--- config.mk ---
export PLATFORM = sky130hd
export DESIGN_NAME = reg_file_mp
export DESIGN_NICKNAME = d
export VERILOG_FILES = /design/src/rtl/reg_file_pkg.sv /design/src/rtl/reg_file_wr_merge.sv /design/src/rtl/reg_file_mp.sv
export SDC_FILE = /design/constraint.sdc
export NUM_CORES = 2
export LEC_CHECK = 0
export ABC_AREA = 1
export CAP_MARGIN = 5
export CORE_MARGIN = 5
export CORE_UTILIZATION = 30
export DETAILED_ROUTE_END_ITERATION = 8
export PLACE_DENSITY = 0.41
export SLEW_MARGIN = 20
export SYNTH_ARGS = -nofsm -noshare
export SYNTH_HDL_FRONTEND = slang
export SYNTH_HIERARCHICAL = 1
export SYNTH_SLANG_ARGS = --single-unit
--- constraint.sdc ---
create_clock -name i_reg_file_mp_clk -period 20.8 [get_ports i_reg_file_mp_clk]
set_clock_uncertainty 0.05 [all_clocks]
set_input_delay 2.08 -clock i_reg_file_mp_clk [delete_from_list [all_inputs] [get_ports i_reg_file_mp_clk]]
set_output_delay 2.08 -clock i_reg_file_mp_clk [all_outputs]
set_load 0.02 [all_outputs]
--- src/rtl/reg_file_pkg.sv ---
// Shared constants and helpers for the multi-port register file slice.
package reg_file_pkg;

  localparam int DATA_W_DEF = 32;
  localparam int ADDR_W_DEF = 5;
  localparam int ZERO_ADDR  = 0;

  // LSB position of port `port` inside a flattened bus of `width`-bit fields
  function automatic int port_lsb(input int port, input int width);
    return port * width;
  endfunction

endpackage

--- src/rtl/reg_file_wr_merge.sv ---
// Resolves all write ports into one per-register enable/data pair, highest port index winning.
// Combinational, 0 cycles; no backpressure, writes are always accepted.
module reg_file_wr_merge
  import reg_file_pkg::*;
#(
  parameter int DATA_W   = DATA_W_DEF,
  parameter int ADDR_W   = ADDR_W_DEF,
  parameter int NUM_WR   = 1,
  parameter int ZERO_REG = 1,
  parameter int DEPTH    = 2**ADDR_W
) (
  input  logic [NUM_WR-1:0]        wr_vld,
  input  logic [NUM_WR*ADDR_W-1:0] wr_addr,
  input  logic [NUM_WR*DATA_W-1:0] wr_dat,
  output logic [DEPTH-1:0]         merge_vld,
  output logic [DEPTH*DATA_W-1:0]  merge_dat
);

  logic [ADDR_W-1:0] port_addr [NUM_WR];

  for (genvar j = 0; j < NUM_WR; j++) begin : g_addr
    assign port_addr[j] = wr_addr[port_lsb(j, ADDR_W) +: ADDR_W];
  end

  // Ascending port order so a later (higher) port overwrites an earlier one
  always_comb begin
    merge_vld = '0;
    merge_dat = '0;
    for (int j = 0; j < NUM_WR; j++) begin
      if (wr_vld[j] && !(ZERO_REG != 0 && port_addr[j] == ADDR_W'(ZERO_ADDR))) begin
        merge_vld[port_addr[j]] = 1'b1;
        merge_dat[int'(port_addr[j]) * DATA_W +: DATA_W] = wr_dat[port_lsb(j, DATA_W) +: DATA_W];
      end
    end
  end

endmodule

--- src/rtl/reg_file_mp.sv ---
// Multi-port register file with per-register busy scoreboard and busy count.
// Reads 0 cycles (optional write bypass), writes/claims land next edge; never stalls.
module reg_file_mp
  import reg_file_pkg::*;
#(
  parameter int DATA_W   = DATA_W_DEF,
  parameter int ADDR_W   = ADDR_W_DEF,
  parameter int NUM_RD   = 2,
  parameter int NUM_WR   = 1,
  parameter int BYPASS   = 1,
  parameter int ZERO_REG = 1
) (
  input  logic                     i_reg_file_mp_clk,
  input  logic                     i_reg_file_mp_rst,
  input  logic [NUM_RD*ADDR_W-1:0] i_reg_file_mp_ra,
  output logic [NUM_RD*DATA_W-1:0] o_reg_file_mp_rd,
  output logic [NUM_RD-1:0]        o_reg_file_mp_rd_busy,
  input  logic [NUM_WR-1:0]        i_reg_file_mp_we,
  input  logic [NUM_WR*ADDR_W-1:0] i_reg_file_mp_wa,
  input  logic [NUM_WR*DATA_W-1:0] i_reg_file_mp_wd,
  input  logic                     i_reg_file_mp_claim,
  input  logic [ADDR_W-1:0]        i_reg_file_mp_claim_addr,
  output logic [ADDR_W:0]          o_reg_file_mp_busy_cnt
);

  localparam int DEPTH = 2**ADDR_W;

  logic [DATA_W-1:0]       regs [DEPTH];
  logic [DEPTH-1:0]        busy;
  logic [DEPTH-1:0]        busy_nxt;
  logic [DEPTH-1:0]        claim_vec;
  logic [ADDR_W:0]         busy_cnt;
  logic [ADDR_W:0]         cnt_nxt;
  logic [DEPTH-1:0]        merge_vld;
  logic [DEPTH*DATA_W-1:0] merge_dat;
  logic [ADDR_W-1:0]       rd_addr [NUM_RD];

  reg_file_wr_merge #(
    .DATA_W   (DATA_W),
    .ADDR_W   (ADDR_W),
    .NUM_WR   (NUM_WR),
    .ZERO_REG (ZERO_REG),
    .DEPTH    (DEPTH)
  ) u_wr_merge (
    .wr_vld    (i_reg_file_mp_we),
    .wr_addr   (i_reg_file_mp_wa),
    .wr_dat    (i_reg_file_mp_wd),
    .merge_vld (merge_vld),
    .merge_dat (merge_dat)
  );

  // Claim is applied after the write clear so a same-cycle claim keeps the register busy
  always_comb begin
    claim_vec = '0;
    if (i_reg_file_mp_claim &&
        !(ZERO_REG != 0 && i_reg_file_mp_claim_addr == ADDR_W'(ZERO_ADDR))) begin
      claim_vec[i_reg_file_mp_claim_addr] = 1'b1;
    end
    busy_nxt = (busy & ~merge_vld) | claim_vec;
    cnt_nxt  = '0;
    for (int i = 0; i < DEPTH; i++) begin
      cnt_nxt = cnt_nxt + (ADDR_W+1)'(busy_nxt[i]);
    end
  end

  always_ff @(posedge i_reg_file_mp_clk) begin
    if (i_reg_file_mp_rst) begin
      busy     <= '0;
      busy_cnt <= '0;
      for (int i = 0; i < DEPTH; i++) begin
        regs[i] <= '0;
      end
    end else begin
      busy     <= busy_nxt;
      busy_cnt <= cnt_nxt;
      for (int i = 0; i < DEPTH; i++) begin
        if (merge_vld[i]) begin
          regs[i] <= merge_dat[i*DATA_W +: DATA_W];
        end
      end
    end
  end

  for (genvar k = 0; k < NUM_RD; k++) begin : g_rd_addr
    assign rd_addr[k] = i_reg_file_mp_ra[port_lsb(k, ADDR_W) +: ADDR_W];
  end

  always_comb begin
    o_reg_file_mp_rd      = '0;
    o_reg_file_mp_rd_busy = '0;
    for (int k = 0; k < NUM_RD; k++) begin
      if (ZERO_REG != 0 && rd_addr[k] == ADDR_W'(ZERO_ADDR)) begin
        o_reg_file_mp_rd[port_lsb(k, DATA_W) +: DATA_W] = '0;
      end else if (BYPASS != 0 && merge_vld[rd_addr[k]]) begin
        o_reg_file_mp_rd[port_lsb(k, DATA_W) +: DATA_W] =
          merge_dat[int'(rd_addr[k]) * DATA_W +: DATA_W];
      end else begin
        o_reg_file_mp_rd[port_lsb(k, DATA_W) +: DATA_W] = regs[rd_addr[k]];
        o_reg_file_mp_rd_busy[k] = busy[rd_addr[k]];
      end
    end
  end

  assign o_reg_file_mp_busy_cnt = busy_cnt;

endmodule

-- After elaboration in Yosys (flattened, before gate mapping)
Memory sizes are Yosys's and may differ from the RTL's.
Cells that the tools add are included.
- memories kept: 1
- bits of input ports: 56
- output and inout port bits: 72
- RAM bits: 1024
- bits in registers: 38
- logic and storage cells: 244
- add/subtract/negate cells: 32
- reductions and logical operators: 10
- shift-type cells: 4
- muxes and demuxes: 153
- $lt $le $gt $ge: 6
- bitwise operators: 36
- memories (memory ; depth ; width ; rd ports ; clocked after Yosys merged registers in ; wr ports ; RTL line ; text):
    regs ; 32 ; 32 ; 2 ; 0 ; 32 ; reg_file_mp.sv:28 ; logic [DATA_W-1:0] regs [DEPTH];
- operators by type and width (kind ; count):
    $shiftx 1024x11->32 ; 2
    $mux 32 ; 38
    $and 1024x1024->1024 ; 1
    $mux 1024 ; 1
    $shift 32x33->1024 const A ; 1
    $shiftx 32x33->1024 ; 1
    $add 6x1->6 ; 26
    $mux 1 ; 108
    $neg 10->33 ; 1
    $and 32x32->32 ; 1
    $not 32->32 ; 1
    $or 1x1->1 ; 32
    $or 32x32->32 ; 1
    $lt 5x6->1 const B ; 4
    $bmux 1 s5 ; 4
    $logic_not 5->1 ; 4
    $demux 1 s5 ; 2
    $ge 5x1->1 const B ; 2
    $add 5x1->6 ; 1
    $add 4x1->5 ; 1
    $add 3x1->4 ; 1
    $logic_and 1x1->1 ; 4
    $add 2x1->3 ; 1
    $add 1x1->2 ; 1
    $logic_not 1->1 ; 2

-- Depth between registers and ports, before layout
- depth in word-level cells: 39
- gate-level depth with buffers: 33
- gate-level depth less buffers: 32

-- By module
The synthesis kept the hierarchy.
- by module, submodules not included (module ; cells an instance ; area an instance (um^2) ; sequential area each (um^2) ; instances):
    reg_file_mp ; 12242 ; 83093.4 ; 31510.2 ; 1
    reg_file_wr_merge ; 2258 ; 9182.6 ; 0.0 ; 1

-- Worst setup path after synthesis
No wires, ideal clock.
- kind: in2reg
- from: input port i_reg_file_mp_wa[0]
- to: register busy_cnt[4] (netlist: o_reg_file_mp_busy_cnt[4])
- stages on the path: 30
- required time: 20680 ps
- setup time: 70 ps
- path slack: 12560 ps
- buffers on the path: 1
- arrival time: 8120 ps
- cell sequence: inv_2 > clkbuf_1 > ha_1 > inv_1 > nor2_1 > inv_1 > nor2_1 > ha_1 > inv_1 > nand2_1 > inv_1 > nand2_1 > nor2_1 > inv_1 > a22oi_1 > fa_1 > inv_1 > fa_1 > inv_1 > fa_1 > fa_1 > fa_1 > inv_1 > fa_1 > ha_1 > fa_1 > a21oi_1 > o21ba_2 > o21ai_0 > a21oi_1
- elaborated cells on any way between the ends: 43
- those cells by class: add/sub (31); order compare (2); mux (3); bitwise (3); reduce/logical (4)
- RTL lines (item ; RTL line ; text):
    start, declared ; reg_file_mp.sv:19 ; input logic [NUM_WR*ADDR_W-1:0] i_reg_file_mp_wa,
    $lt 5x6->1 (not written as such) / $ge 5x1->1 (equally long branches) ; reg_file_wr_merge.sv:31 ; merge_vld[port_addr[j]] = 1'b1;
    $logic_and 1x1->1 (not written as such) ; reg_file_wr_merge.sv:31 ;
    $mux 1 (not written as such) ; reg_file_wr_merge.sv:31 ;
    $demux 1 s5 ; - ;
    $mux 32 (*) ; reg_file_wr_merge.sv:30 ; if (wr_vld[j] && !(ZERO_REG != 0 && port_addr[j] == ADDR_W'(ZERO_ADDR))) begin
    net merge_vld[5] ; reg_file_mp.sv:34 ; logic [DEPTH-1:0] merge_vld;
    $not 32->32 (*) ; reg_file_mp.sv:59 ; busy_nxt = (busy & ~merge_vld) | claim_vec;
    $and 32x32->32 (*) ; reg_file_mp.sv:59 ;
    $or 32x32->32 (*) ; reg_file_mp.sv:59 ;
    $add 5x1->6 (*) ; reg_file_mp.sv:62 ; cnt_nxt = cnt_nxt + (ADDR_W+1)'(busy_nxt[i]);
    $add 6x1->6 (*) (26 in series) ; reg_file_mp.sv:62 ;
    end signal, assigned ; reg_file_mp.sv:75 ; busy_cnt <= cnt_nxt;
    end, declared ; reg_file_mp.sv:32 ; logic [ADDR_W:0] busy_cnt;
Mark *: on every way through the listed nets, which the timed path passes. The rest lies on a longest branch.
A chain may end at the register's enable or synchronous reset.

-- Worst setup path in the final report
- from: input port i_reg_file_mp_wa[1]
- to: output port o_reg_file_mp_rd[34]
- word-level cells in the longest chain between the ends: 9
- elaborated cells on any way between the ends: 19
- those cells by class: add/sub (1); order compare (2); shift (3); mux (8); bitwise (1); reduce/logical (4)
- RTL lines (item ; RTL line ; text):
    $lt 5x6->1 (not written as such) / $ge 5x1->1 (equally long branches) ; reg_file_wr_merge.sv:31 ;
    $logic_and 1x1->1 (not written as such) ; reg_file_wr_merge.sv:31 ;
    $mux 1 (not written as such) ; reg_file_wr_merge.sv:31 ;
    $demux 1 s5 ; - ;
    $mux 32 (*) ; reg_file_wr_merge.sv:30 ;
    net merge_vld[4] ; reg_file_mp.sv:34 ;
    $bmux 1 s5 (*) ; reg_file_mp.sv:94 ; end else if (BYPASS != 0 && merge_vld[rd_addr[k]]) begin
    $mux 1 (not written as such) (*) ; reg_file_mp.sv:94 ;
    $mux 32 (*) ; reg_file_mp.sv:94 ;
    $mux 32 (*) ; reg_file_mp.sv:92 ; if (ZERO_REG != 0 && rd_addr[k] == ADDR_W'(ZERO_ADDR)) begin
    end, declared ; reg_file_mp.sv:16 ; output logic [NUM_RD*DATA_W-1:0] o_reg_file_mp_rd,
Mark *: on every way through the listed nets, which the timed path passes. The rest lies on a longest branch. The select of a mux whose other input is x is not followed.

==> results.md <==
- The flow ran to the end, and the final reports show no timing, DRC or antenna violations.
- The post-DP HPWL is 349900 um.
- The filler cell count is 33.58k.
- The ratio of cells with drive above 1 in the final layout is 4.213%.
- The share of power burned in the clock network is 38.9%.
- At the placement stage, the worst setup path has a slack of 9.023 ns.
- The worst hold path terminates at busy[19]$_SDFF_PP0_.
- The total overflow left after global routing is 0.
- The power share of the sequential group is 37.1%.
- Of the total synthesized cell area, the portion taken by AND, OR, NAND and NOR gates is 35.11%.
- The congestion estimate from routability-driven global placement came to 0.9374.
- The portion of the clock cycle consumed by the worst path in the final layout is 58.45%.
- The minimum clock period after layout is 12.16 ns.
- The iteration-0 DRC count of the detailed router is 16.54k.
- The share of total power in combinational logic is 24.0%.
- Clock latency on the worst-skew pair, taken at its later pin, is 0.85 ns.
- The number of buffers added for setup after CTS is 0.
- TritonCTS built the clock tree.
- The number of nets in the finished design is 13.87k.
- The worst register-to-register path begins at busy[5]$_SDFF_PP0_.
- Net switching is 35.94% of the power.
- Entering global routing, the biggest net connects 221 pins.
- The combinational family with the most area after synthesis is simple AND/OR/NAND/NOR gates.
- The floorplan step defined a core boundary enclosing 306100 um^2.
- The via density per instance is 5.999.
- Yosys printed 6 warnings.
- The tool flagged a number of max-cap violations equal to 0.
- The count of nets left with antenna violations once routing finished came out at 0.
- The routed wire length is 600700 um.
- The total of cells resized after clock tree synthesis is 0.
- Setup repair after global routing left no endpoint under its margin.
- The total design power is 6.749 mW.
- Setup slack on the critical path of the routed design comes to 8.642 ns.
- The element type at the critical path end is an output pin.
- In this run the mean area of a mapped cell was 6.364 um^2.
- The count of endpoints failing setup in the final report is 0.
- The area of the die is 318800 um^2.
- The synthesized netlist devotes 0.6834% of its cell area to adder and majority cells.
- The number of global-route vias before repair came to 98.89k.
- The total power density per cell area is 67.16 nW/um^2.
- The level count of the clock H-tree is 4.
- The post-synthesis compound-gate area fraction is 15.97%.
- The worst setup path is of the in -> out kind.
- Along the worst path, the maximum fanout reaches 39.
- For this run, the detailed router's first-pass iteration total came to 9.
- The multiplexer area fraction after synthesis is 0%.
- The mean routed wirelength per cell is 33.32 um.
- The cell count of the worst reg-to-reg path is 16.
- The distinct cell type count of the synthesized netlist is 36.
- From bottom edge to top edge, the die measures 564.6 um.
- For this design the static power due to leakage is 36.73 nW.
- The highest achievable clock rate is 82.25 MHz.
- The nature of the critical path startpoint is an input port.
- The die width is 564.6 um.
- The async set-reset flop share out of synthesis is 0%.
- The row count is 203.
- The path class of the tightest hold or removal check is reg -> reg.
- For this design, the CTS-stage hold fixing added 0 buffers.
- For this design the top-level I/O count stands at 128.
- The worst-case IR drop observed on VDD is 0.05609 mV.
- Internal power comes to 4.324 mW.
- The transition time at the pin with the least slew margin is 1.270 ns.
- The final count of pins violating max slew came to 0.
- For this configuration, the core starts out at a cell density of 30.15%.
- Counting tap cells, the placed design contains a total of 17.72k instances.
- In this run, synthesis produced a sequential element count of 1062.
- Summing over every cut layer, the via total after detailed routing is 108.2k.
- Data on the critical path arrives at its endpoint at 10.03 ns.
- From synthesis to final layout, the design area changed by 8.910%.
- The synthesized instance count is 14.50k.
- Clock-pin slew was measured on the worst setup and hold paths at 0.06 ns.
- In this run the critical register-to-register path is captured at o_reg_file_mp_busy_cnt[4]$_SDFF_PP0_.
- The first global-routing pass estimated 809600 um of wire.
- The clock tree buffer depth is 4.
- After Yosys synthesis, XOR and XNOR cells account for 0.02983% of the synthesized area.
- In this run, CTS created clock tree buffers numbering 151.
- The number of endpoints with negative hold slack in the final report is 0.
- The finished layout holds 18.03k standard cells, fillers aside.
- The worst hold path begins at busy[19]$_SDFF_PP0_.
- The number of antenna violations at the first check in global routing is 52.
- Summed over all failing endpoints, the final setup total negative slack is 0 ns.
- During placement, the flow inserted port buffers numbering 127.
- STA puts the critical path data required time at 18.67 ns.
- The worst slew margin relative to its limit is 15.36%.
- The switching power is 2.425 mW.
- The netlist area before placement is 92280 um^2.
- Setup slack on the worst reg-to-reg path comes out at 15.69 ns.
- The number of cells on the worst hold path is 2.
- In the synthesized netlist the dominant register cell turns out to be edfxtp_1.
- CTS placed an instance of clkbuf_16 at the clock tree root.
- For this run, design rule violations remaining after detail routing come to 0.
- Counting every sink on the clock net gives 1062.
- Global routing consumed, over all layers together, 36.03% of the routing resources.
- The share of the yosys chip area belonging to registers is 34.15%.
- In this run, synthesis inferred 1024 flip-flops with an integrated enable.
cell usage in the layout (no fill, tap or decap), types with 4 or more instances in the layout:
| cell | count |
|---|---|
| o21ai_1 | 4 |
| o211ai_1 | 997 |
| nor4_1 | 31 |
| clkbuf_1 | 30 |
| diode_2 | 44 |
| nor2_2 | 6 |
| a22oi_1 | 25 |
| conb_1 | 32 |
| inv_4 | 5 |
| clkinv_2 | 25 |
| ha_1 | 11 |
| nand4_1 | 37 |
| inv_2 | 4 |
| nand3_1 | 1965 |
| a21oi_1 | 650 |
| clkinv_4 | 5 |
| buf_12 | 15 |
| edfxtp_1 | 1024 |
| clkinv_1 | 25 |
| inv_1 | 1800 |
| nand2_1 | 3089 |
| bufinv_16 | 10 |
| nand3_4 | 31 |
| dfxtp_1 | 38 |
| clkbuf_16 | 156 |
| fa_1 | 24 |
| nand2_4 | 48 |
| nor2_1 | 2532 |
| nor3_1 | 120 |
| buf_4 | 233 |
| o21ai_0 | 751 |
| buf_8 | 7 |
| inv_8 | 9 |
| clkdlybuf4s50_1 | 114 |
state kept, by name, indices dropped and copies added, names as in the netlist:
name,cells
busy,32
regs,1024
o_reg_file_mp_busy_cnt,6
cell type report:
cell class	count	area [um^2]	share of cell area [%]
antenna	44	110.1	0.1096
multi-input combinational	10372	48760	48.51
clock inverter	73	664.4	0.6611
tap	4100	5130	5.104
clock buffer	188	4044	4.024
timing repair buffer	373	3383	3.366
sequential	1062	31510	31.35
inverter	1819	6900	6.866
cell usage after synthesis, types with 38 or more instances:
master / n / area [um^2]
o211ai_1: 997 / 7485
edfxtp_1: 1024 / 30750
clkbuf_1: 588 / 2207
buf_4: 81 / 608.1
nor3_1: 120 / 600.6
buf_1: 113 / 424.2
o21ai_0: 751 / 3759
a21oi_1: 650 / 3253
buf_2: 432 / 2162
nor2_1: 2539 / 9530
nand3_1: 1996 / 9990
nand2_1: 3141 / 11790
dfxtp_1: 38 / 760.7
buf_6: 61 / 686.9
inv_1: 1807 / 6783
worst max-delay path, cell delays in order:
cell and delay (ns):
clkdlybuf4s50_1 0.63, inv_1 0.14, ha_4 0.19, inv_1 0.05
nor2_1 0.05, inv_1 0.12, nor2_1 0.06, ha_1 0.18
inv_1 0.15, nand2_1 0.71, inv_1 0.49, nand2_1 0.37
nor2_1 0.69, nand2_1 0.11, nand3_1 0.09, nand3_1 0.10
nand3_1 0.10, nand3_1 0.14, nand2_4 0.65, buf_4 0.86
nor2_1 0.12, nor2_1 0.96, clkdlybuf4s50_1 0.80
power groups by stage:
stage               Combinational [mW]  Clock, mW  Sequential [mW]
floorplan                        0.866          0             2.53
global placement                  1.55          0             2.54
detailed placement                1.55          0             2.54
CTS                               1.56       2.66             2.50
global route                      1.67       2.73             2.51
finish                            1.62       2.63             2.50
metal layers:
layer / vias to the layer above / part of all wire [%] / GRT usage, % / wire length (um)
li1: 46162 / - / - / -
met2: 8264 / 41 / 53.42 / 249100
met5: - / 0.036 / 0 / 217
met4: 32 / 9.8 / 29.24 / 59130
met1: 51497 / 37 / 44.41 / 223300
met3: 2219 / 11 / 8.727 / 68990
through the flow:
step | instance area, um^2 | hold slack, ns | util [%]
after floorplan | 92390 | 0.4156 | -
after global placement | 95610 | 0.4482 | 31.24
after detailed placement | 95630 | 0.4462 | 31.25
after CTS | 100300 | 0.4550 | 32.78
after global routing | 100400 | 0.4662 | 32.82
final | 100500 | 0.4550 | 32.84
worst max path at each step:
stage / endpoint / from / slack, ns
detailed placement: o_reg_file_mp_rd[34] / i_reg_file_mp_wa[1] / 9.02
CTS: o_reg_file_mp_rd[34] / i_reg_file_mp_wa[1] / 9.02
finish: o_reg_file_mp_rd[34] / i_reg_file_mp_wa[1] / 8.64
global route: o_reg_file_mp_rd[34] / i_reg_file_mp_wa[1] / 8.84
global placement: o_reg_file_mp_rd[58] / i_reg_file_mp_wa[1] / 8.89
floorplan: o_reg_file_mp_busy_cnt[4]$_SDFF_PP0_ / i_reg_file_mp_wa[0] / 12.56
kinds of logic after synthesis:
kind of cell | Yosys count
compound gates | 2431
xor+xnor | 1
fa+ha+maj | 36
buf+inv | 3097
flops | 1062
other cells | 1
simple gates | 7872
Power figures use the tool's default switching activity.
